## config.mk

```make
export PLATFORM = sky130hd
export DESIGN_NAME = vlsu_txn_splitter_flat
export DESIGN_NICKNAME = d
export VERILOG_FILES = /design/src/rtl/vlsu_txn_splitter_if.sv /design/src/rtl/vlsu_txn_splitter.sv /design/src/flat_wrapper.sv
export SDC_FILE = /design/constraint.sdc
export NUM_CORES = 1
export LEC_CHECK = 0
export ABC_AREA = 1
export CAP_MARGIN = 20
export CORE_UTILIZATION = 53
export CTS_BUF_LIST = sky130_fd_sc_hd__clkbuf_4 sky130_fd_sc_hd__clkbuf_8
export DETAILED_ROUTE_END_ITERATION = 6
export GPL_ROUTABILITY_DRIVEN = 0
export HOLD_SLACK_MARGIN = 0.06
export PLACE_DENSITY = 0.85
export SLEW_MARGIN = 20
export SYNTH_ARGS = -nofsm -noshare
export SYNTH_HDL_FRONTEND = slang
export SYNTH_SLANG_ARGS = --single-unit
export TNS_END_PERCENT = 10
```

## constraint.sdc

```tcl
create_clock -name clock -period 9.7 [get_ports clock]
set_input_delay 2.425 -clock clock [delete_from_list [all_inputs] [get_ports clock]]
set_output_delay 2.425 -clock clock [all_outputs]
set_load 0.005 [all_outputs]
```

## src/rtl/vlsu_txn_splitter_if.sv

```systemverilog
// Request and burst channels of the VLSU transaction splitter.
// The slave modport is the splitter's own view; master is the surrounding logic.
interface vlsu_txn_splitter_if #(
  parameter int unsigned ADDR_W = 64,
  parameter int unsigned LEN_W  = 16,
  parameter int unsigned ID_W   = 4
);
  logic              req_valid;
  logic              req_ready;
  logic [ADDR_W-1:0] req_addr;
  logic [LEN_W-1:0]  req_bytes;
  logic [3:0]        req_mode;
  logic              req_final;
  logic [ID_W-1:0]   req_id;

  logic              txn_valid;
  logic              txn_ready;
  logic [ADDR_W-1:0] txn_addr;
  logic [7:0]        txn_len;
  logic [LEN_W-1:0]  txn_bytes;
  logic [3:0]        txn_mode;
  logic [ID_W-1:0]   txn_id;
  logic              txn_last;
  logic              txn_final;

  modport slave (
    input  req_valid, req_addr, req_bytes, req_mode, req_final, req_id, txn_ready,
    output req_ready, txn_valid, txn_addr, txn_len, txn_bytes, txn_mode, txn_id,
           txn_last, txn_final
  );

  modport master (
    output req_valid, req_addr, req_bytes, req_mode, req_final, req_id, txn_ready,
    input  req_ready, txn_valid, txn_addr, txn_len, txn_bytes, txn_mode, txn_id,
           txn_last, txn_final
  );
endinterface

```

## src/rtl/vlsu_txn_splitter.sv

```systemverilog
// Cuts one fragment request into bus bursts that never cross a page boundary
// and never exceed MAX_BEATS beats; tags each burst with last/final flags.
module vlsu_txn_splitter #(
  parameter int unsigned ADDR_W     = 64,
  parameter int unsigned LEN_W      = 16,
  parameter int unsigned BUS_BYTES  = 32,
  parameter int unsigned MAX_BEATS  = 16,
  parameter int unsigned PAGE_BYTES = 4096,
  parameter int unsigned ID_W       = 4
) (
  input  logic clock,
  input  logic reset,
  vlsu_txn_splitter_if.slave bus,
  output logic busy,
  output logic err_zero
);
  localparam int unsigned OFF_W       = $clog2(BUS_BYTES);
  localparam int unsigned PG_W        = $clog2(PAGE_BYTES);
  localparam int unsigned BURST_BYTES = MAX_BEATS * BUS_BYTES;
  // Wide enough for both a remaining count and a full page of room.
  localparam int unsigned CW          = (LEN_W > PG_W + 1) ? LEN_W : PG_W + 1;

  typedef enum logic {IDLE, SPLIT} state_t;

  state_t            state, state_nxt;
  logic [ADDR_W-1:0] cur_addr;
  logic [LEN_W-1:0]  rmn;
  logic [3:0]        mode_q;
  logic              final_q;
  logic [ID_W-1:0]   id_q;

  logic [CW-1:0]     off, page_room, burst_room, chunk, span;
  logic              last;
  logic              req_fire, txn_fire;

  assign req_fire = bus.req_valid && bus.req_ready;
  assign txn_fire = bus.txn_valid && bus.txn_ready;

  // Chunk = min(remaining, room to page end, room to the MAX_BEATS beat limit).
  always_comb begin
    // NOTE: every combinational output gets a default first so no path infers a latch.
    off        = CW'(cur_addr[OFF_W-1:0]);
    page_room  = CW'(PAGE_BYTES) - CW'(cur_addr[PG_W-1:0]);
    burst_room = CW'(BURST_BYTES) - off;
    chunk      = CW'(rmn);
    if (page_room < chunk)  chunk = page_room;
    if (burst_room < chunk) chunk = burst_room;
    // beats-1 == floor((off+chunk-1)/BUS_BYTES) since chunk >= 1 while splitting
    span       = off + chunk - CW'(1);
    last       = (CW'(rmn) == chunk);
  end

  always_comb begin
    state_nxt = state;
    unique case (state)
      IDLE:    if (req_fire && bus.req_bytes != '0) state_nxt = SPLIT;
      SPLIT:   if (txn_fire && last) state_nxt = IDLE;
      default: state_nxt = IDLE;
    endcase
  end

  always_ff @(posedge clock) begin
    // NOTE: sequential state uses non-blocking assignments so all registers update together.
    if (reset) state <= IDLE;
    else       state <= state_nxt;
  end

  // Datapath registers are reset too, so outputs are deterministic out of reset.
  always_ff @(posedge clock) begin
    if (reset) begin
      cur_addr <= '0;
      rmn      <= '0;
      mode_q   <= '0;
      final_q  <= 1'b0;
      id_q     <= '0;
      err_zero <= 1'b0;
    end else begin
      err_zero <= req_fire && (bus.req_bytes == '0);
      if (req_fire) begin
        cur_addr <= bus.req_addr;
        rmn      <= bus.req_bytes;
        mode_q   <= bus.req_mode;
        final_q  <= bus.req_final;
        id_q     <= bus.req_id;
      end else if (txn_fire) begin
        cur_addr <= cur_addr + ADDR_W'(chunk);
        rmn      <= rmn - LEN_W'(chunk);
      end
    end
  end

  assign bus.req_ready = (state == IDLE);
  assign bus.txn_valid = (state == SPLIT);
  assign bus.txn_addr  = cur_addr;
  assign bus.txn_len   = 8'(span >> OFF_W);
  assign bus.txn_bytes = LEN_W'(chunk);
  assign bus.txn_mode  = mode_q;
  assign bus.txn_id    = id_q;
  assign bus.txn_last  = last;
  assign bus.txn_final = last && final_q;
  assign busy          = (state != IDLE);

  a_len_max: assert property (@(posedge clock) disable iff (reset)
    bus.txn_valid |-> (32'(bus.txn_len) < MAX_BEATS));
  a_no_page_cross: assert property (@(posedge clock) disable iff (reset)
    bus.txn_valid |-> (chunk <= page_room));
endmodule

```

## src/flat_wrapper.sv

```systemverilog
// flat-port wrapper written by rule: the top's interface ports become plain ports
module vlsu_txn_splitter_flat 
#(
  parameter int unsigned ADDR_W     = 64,
  parameter int unsigned LEN_W      = 16,
  parameter int unsigned BUS_BYTES  = 32,
  parameter int unsigned MAX_BEATS  = 16,
  parameter int unsigned PAGE_BYTES = 4096,
  parameter int unsigned ID_W       = 4
)
  (clock, reset, busy, err_zero, bus_req_valid, bus_req_addr, bus_req_bytes, bus_req_mode, bus_req_final, bus_req_id, bus_txn_ready, bus_req_ready, bus_txn_valid, bus_txn_addr, bus_txn_len, bus_txn_bytes, bus_txn_mode, bus_txn_id, bus_txn_last, bus_txn_final);
  vlsu_txn_splitter_if #(.ADDR_W(ADDR_W), .LEN_W(LEN_W), .ID_W(ID_W)) bus_i ();
  input  logic clock;
  input  logic reset;
  output logic busy;
  output logic err_zero;
  input wire logic [$bits(bus_i.req_valid)-1:0] bus_req_valid;
  input wire logic [$bits(bus_i.req_addr)-1:0] bus_req_addr;
  input wire logic [$bits(bus_i.req_bytes)-1:0] bus_req_bytes;
  input wire logic [$bits(bus_i.req_mode)-1:0] bus_req_mode;
  input wire logic [$bits(bus_i.req_final)-1:0] bus_req_final;
  input wire logic [$bits(bus_i.req_id)-1:0] bus_req_id;
  input wire logic [$bits(bus_i.txn_ready)-1:0] bus_txn_ready;
  output wire logic [$bits(bus_i.req_ready)-1:0] bus_req_ready;
  output wire logic [$bits(bus_i.txn_valid)-1:0] bus_txn_valid;
  output wire logic [$bits(bus_i.txn_addr)-1:0] bus_txn_addr;
  output wire logic [$bits(bus_i.txn_len)-1:0] bus_txn_len;
  output wire logic [$bits(bus_i.txn_bytes)-1:0] bus_txn_bytes;
  output wire logic [$bits(bus_i.txn_mode)-1:0] bus_txn_mode;
  output wire logic [$bits(bus_i.txn_id)-1:0] bus_txn_id;
  output wire logic [$bits(bus_i.txn_last)-1:0] bus_txn_last;
  output wire logic [$bits(bus_i.txn_final)-1:0] bus_txn_final;
  assign bus_i.req_valid = bus_req_valid;
  assign bus_i.req_addr = bus_req_addr;
  assign bus_i.req_bytes = bus_req_bytes;
  assign bus_i.req_mode = bus_req_mode;
  assign bus_i.req_final = bus_req_final;
  assign bus_i.req_id = bus_req_id;
  assign bus_i.txn_ready = bus_txn_ready;
  assign bus_req_ready = bus_i.req_ready;
  assign bus_txn_valid = bus_i.txn_valid;
  assign bus_txn_addr = bus_i.txn_addr;
  assign bus_txn_len = bus_i.txn_len;
  assign bus_txn_bytes = bus_i.txn_bytes;
  assign bus_txn_mode = bus_i.txn_mode;
  assign bus_txn_id = bus_i.txn_id;
  assign bus_txn_last = bus_i.txn_last;
  assign bus_txn_final = bus_i.txn_final;
  vlsu_txn_splitter #(.ADDR_W(ADDR_W), .LEN_W(LEN_W), .BUS_BYTES(BUS_BYTES), .MAX_BEATS(MAX_BEATS), .PAGE_BYTES(PAGE_BYTES), .ID_W(ID_W)) u_core (.clock(clock), .reset(reset), .bus(bus_i), .busy(busy), .err_zero(err_zero));
endmodule
```

**Word-level counts from Yosys, hierarchy flattened**

Cells that the tools add are included.

- Word-level logic and storage cells: 35
- Input port bits: 93
- Register bits: 91
- Output and inout bits: 102

- Reductions and logical operators: 9
- Add/subtract/negate cells: 6
- Multiplexer cells: 9
- Eq/ne operators: 1
- Magnitude comparators: 2
- Bitwise logic cells: 1

Operator list:

| cell | number |
|---|---|
| $mux W64 | 2 |
| $add A64 B16 Y64 | 1 |
| $mux W16 | 4 |
| $lt A16 B16 Y1 | 2 |
| $eq A16 B16 Y1 | 1 |
| $logic_not A16 Y1 | 1 |
| $reduce_bool A16 Y1 | 1 |
| $sub A16 B16 Y16 | 1 |
| $sub A13 B12 Y14 const A | 1 |
| $add A5 B13 Y13 | 1 |
| $sub A13 B1 Y13 const B | 1 |
| $sub A10 B5 Y11 const A | 1 |
| $logic_and A1 B1 Y1 | 6 |
| $mux W1 | 2 |
| $pmux W1 S2 | 1 |
| $reduce_bool A2 Y1 | 1 |
| $not A1 Y1 | 1 |

**Longest topological paths before layout**

- Depth in word-level cells: 9
- Gate-level depth with buffers: 49
- Gate-level depth less buffers: 46

**Least setup slack after synthesis**

No wires, ideal clock.

- Kind: register to output
- Start point: register u_core.cur_addr[1] (netlist: u_core.bus.txn_addr[1])
- End point: output port bus_txn_len[4]
- Required time: 7275 ps
- Path buffers: 4
- Arrival: 5786 ps
- Slack: 1489 ps
- Stages on the path, launching flop included: 44
- Cells stage by stage: dfxtp_1 inv_1 ha_1 nand3_4 nor2_4 nand3_2 nor2_4 nand3_2 nand2_1 inv_2 ha_1 nand2_1 nor4_1 nand2_2 nand2_4 buf_6 clkbuf_1 nand2_1 (+8 left out) nand2_2 buf_6 buf_12 nand2_2 o21ai_2 ha_1 inv_1 ha_1 a21oi_1 o21ai_0 a21oi_1 inv_1 a21oi_1 inv_1 a21oi_1 inv_1 a21oi_1 xnor2_1

- Longest elaborated chain between the ends: 7
- Elaborated cells on any way between the ends: 8

Ends and longest elaborated chain:

| item | RTL line | source |
|---|---|---|
| start: declaration | vlsu_txn_splitter.sv:26 | `logic [ADDR_W-1:0] cur_addr;` |
| start signal: assignment | vlsu_txn_splitter.sv:80 | `cur_addr <= bus.req_addr;` |
| start signal: assignment | vlsu_txn_splitter.sv:86 | `cur_addr <= cur_addr + ADDR_W'(chunk);` |
| $sub A13 B12 Y14 | vlsu_txn_splitter.sv:43 | `page_room = CW'(PAGE_BYTES) - CW'(cur_addr[PG_W-1:0]);` |
| $lt A16 B16 Y1 | vlsu_txn_splitter.sv:46 | `if (page_room < chunk) chunk = page_room;` |
| $mux W16 | vlsu_txn_splitter.sv:46 |  |
| $lt A16 B16 Y1 | vlsu_txn_splitter.sv:47 | `if (burst_room < chunk) chunk = burst_room;` |
| $mux W16 | vlsu_txn_splitter.sv:47 |  |
| $add A5 B13 Y13 * | vlsu_txn_splitter.sv:49 | `span = off + chunk - CW'(1);` |
| $sub A13 B1 Y13 * | vlsu_txn_splitter.sv:49 |  |
| end: declaration | flat_wrapper.sv:27 | `output wire logic [$bits(bus_i.txn_len)-1:0] bus_txn_len;` |

Mark *: on every way between the ends. The rest lies on a longest branch, timed or not.

**Worst setup path in the final report**

- Start point: register u_core.cur_addr[0] (netlist: u_core.bus.txn_addr[0])
- End point: output port bus_txn_len[4]

Same word-level chain as after synthesis.

==> summary.txt <==
GR Util All Layers = 34.9%
Worst hold path class = register to register
Cells after synthesis = 1400
Clk buf depth = 2
Total grt overflow = 0
Pin count of the biggest net entering global routing = 85
Placed insts = 1777
Number of setup buffers added after CTS = 0
IO buf count = 188
H-tree levels = 3
Maximum clock frequency = 108 MHz
Crit Path Class = register to output pin
Utilization after layout = 68.5%
Vias in the first global route = 9435
Crit path launch type = register
PnR worst setup slack = 0.432 ns
Multi-input gate area = 6000 um2
Critical-path top delay cell = clkdlybuf4s50_1
Req. time, crit path = 7.28 ns
Clock Sinks = 91
Initial drt markers = 862
#FFs+latches synth = 91
Final setup fails = 0
Antenna-violating nets left = 0
Endpoints failing hold = 0
Vias per cell = 5.60
DPL Wire Length = 22000 um
Layout fillers = 1431
Register area = 1820 um2
Reg-to-Reg Start = u_core.bus.txn_addr[0]
YS warnings = 0
Die height = 129 um
Final Cell Area = 10900 um2
Slew Limit Fails = 0
Vias after detailed routing = 10.0k
P per Cell Area = 233 nW/um2
Post-synth ARST share = 0%
Leak pwr = 0.00443 uW
Distinct cells, synth = 54
Number of flops mapped to enable cells by yosys = 0
Share of layout cells above drive strength 1 = 4.56%
Crit path largest cell delay = 0.51 ns
Initial antenna violation count = 0
Slew margin rel. = 40.3%
Crit path DAT = 6.84 ns
Clk root buf = clkbuf_8
Status = complete, no violations
Synth Flop Type = dfxtp_1
CTS tree = yes
Non-Filler Instances = 1794
Min Tclk post-route = 9.27 ns
Clk_skew = 0.0141 ns
Synthesized area per cell = 6.15 um2
Worst IR Drop VDD = 245 uV
Syn Std Cell Area = 8610 um2
Pre-CTS setup slack = 0.385 ns
Placed cell area = 10600 um2
First-pass GRT wire length = 46000 um
Core footprint = 15900 um2
Floorplan row count = 46
Power, Total = 2530 uW
Wirelength, routed = 28700 um
Worst-margin pin slew = 0.896 ns
ANT cells = 0
Critical Path Start = u_core.bus.txn_addr[0]
Clk_lat worst skew = 0.39 ns
Die Wd = 129 um
Sequential area share after synthesis = 21.2%
Period utilization = 95.5%
DR pass1 iterations = 5
DR WL/cell = 16.0 um
Max FO, Critical Path = 22
Nets = 1737
Number of remaining DRC errors = 0
IO Pins = 195
Worst Setup End Kind = output pin
Clock-pin slew of the registers on the worst-case setup and hold paths = 0.09 ns
Crit path top cell by count = inv_1
Full die area = 16800 um2
Worst Hold Launch = u_core.bus.txn_id[2]
Hold buffer count at cts = 0
CTS Buf Count = 9
Maxcap violations = 0
Area growth syn-to-layout = 26.5%
Initial core utilization = 54.2%
## logic make-up (layout without fill, tap and decap cells)
logic type	after synthesis	in the layout	share of synthesized area (%)
AO/OA/AOI/OAI	283	283	18.5
XOR/XNOR	62	62	6.31
adder cells (fa/ha/maj)	71	71	10.5
buffers and inverters	231	390	10.8
flip-flops	91	91	21.2
other	2	20	0.0872
AND/OR/NAND/NOR	660	661	32.7
## cell usage after synthesis, drive strengths merged, types with 3 or more instances
library cell | count | share of area, %
a211oi | 4 | 0.35
a21o | 4 | 0.35
a21oi | 95 | 5.6
a31oi | 52 | 3.8
and3 | 3 | 0.22
buf | 19 | 1.5
clkbuf | 31 | 1.4
dfxtp | 91 | 21
ha | 69 | 10
inv | 180 | 7.8
nand2 | 380 | 17
nand3 | 48 | 3.1
nand3b | 3 | 0.26
nand4 | 25 | 2.0
nor2 | 155 | 7.1
nor3 | 23 | 1.4
nor4 | 15 | 1.1
o2111ai | 4 | 0.41
o21a | 3 | 0.26
o21ai | 109 | 6.6
or2 | 5 | 0.39
xnor2 | 15 | 1.5
xor2 | 47 | 4.8
## power by group
group          internal, uW  switching, uW
Clock                   132            150
Combinational           782            999
Sequential              414           58.2
Total                  1330           1210
## path summary, 6_finish.rpt
kind,cells past startpoint,end,slack [ns]
hold reg to reg,2,u_core.bus.txn_id[2],0.49
setup / recovery,39,bus_txn_len[4],0.43
hold / removal,2,u_core.bus.txn_id[2],0.49
setup reg to reg,37,u_core.bus.txn_addr[58],2.94
## stage by stage
stage / hold slack (ns) / setup TNS [ns]
2_1_floorplan: 0.447 / 0
3_3_place_gp: 0.459 / 0
3_5_place_dp: 0.470 / 0
4_1_cts: 0.491 / 0
5_1_grt: 0.518 / -0.0258
6_report: 0.490 / 0
## critical path, delay by kind of cell (launching register included)
kind            cells  cell delay, ns
xor+xnor            1            0.14
simple gates       15            1.70
fa+ha+maj           5            1.45
flops               1            0.39
compound gates      9            1.52
buf+inv             9            1.23
## cell usage in the layout, fill, tap and decap left out, drive strengths merged, types with 6 or more instances in the layout
cell           Yosys  final
o21ai            109    109
nand4             25     25
nor2             155    155
nor3              23     23
inv              180    180
nand3             48     48
conb               2     20
nand2            380    381
buf               19      6
clkbuf            31     12
nor4              15     15
xor2              47     47
clkdlybuf4s50      0    187
xnor2             15     15
a21oi             95     95
ha                69     69
dfxtp             91     91
a31oi             52     52
## sequential cells by signal, indices dropped and copies added (netlist names)
name,count
u_core.bus.txn_valid,1
u_core.bus.txn_addr,64
u_core.bus.txn_id,4
u_core.final_q,1
u_core.err_zero,1
u_core.rmn,16
u_core.bus.txn_mode,4
## what timing repair did
| action | CTS | global route |
|---|---|---|
| cloned | 0 | 1 |
| hold endpoints to repair | 0 | 0 |
| endpoints found under the setup margin | 1 | 3 |
| pin swaps | 0 | 1 |
| resized for setup | 1 | 16 |
## routing by layer
metal / vias up / GRT usage [%] / routed length (um)
li1: 4921 / - / -
met1: 4493 / 42.3 / 11600
met2: 529 / 59.0 / 13400
met3: 106 / 4.46 / 2240
met4: 0 / 21.0 / 1560
met5: - / 0 / 0
## layout make-up
type	instances	area share, %
Sequential cell	91	16.7
Tap cell	216	2.48
Multi-Input combinational cell	1097	55.1
Timing Repair Buffer	193	17.6
Inverter	181	6.25
Clock inverter	4	0.460
Clock buffer	12	1.40
No activity file was read; power rests on OpenSTA's default activity.
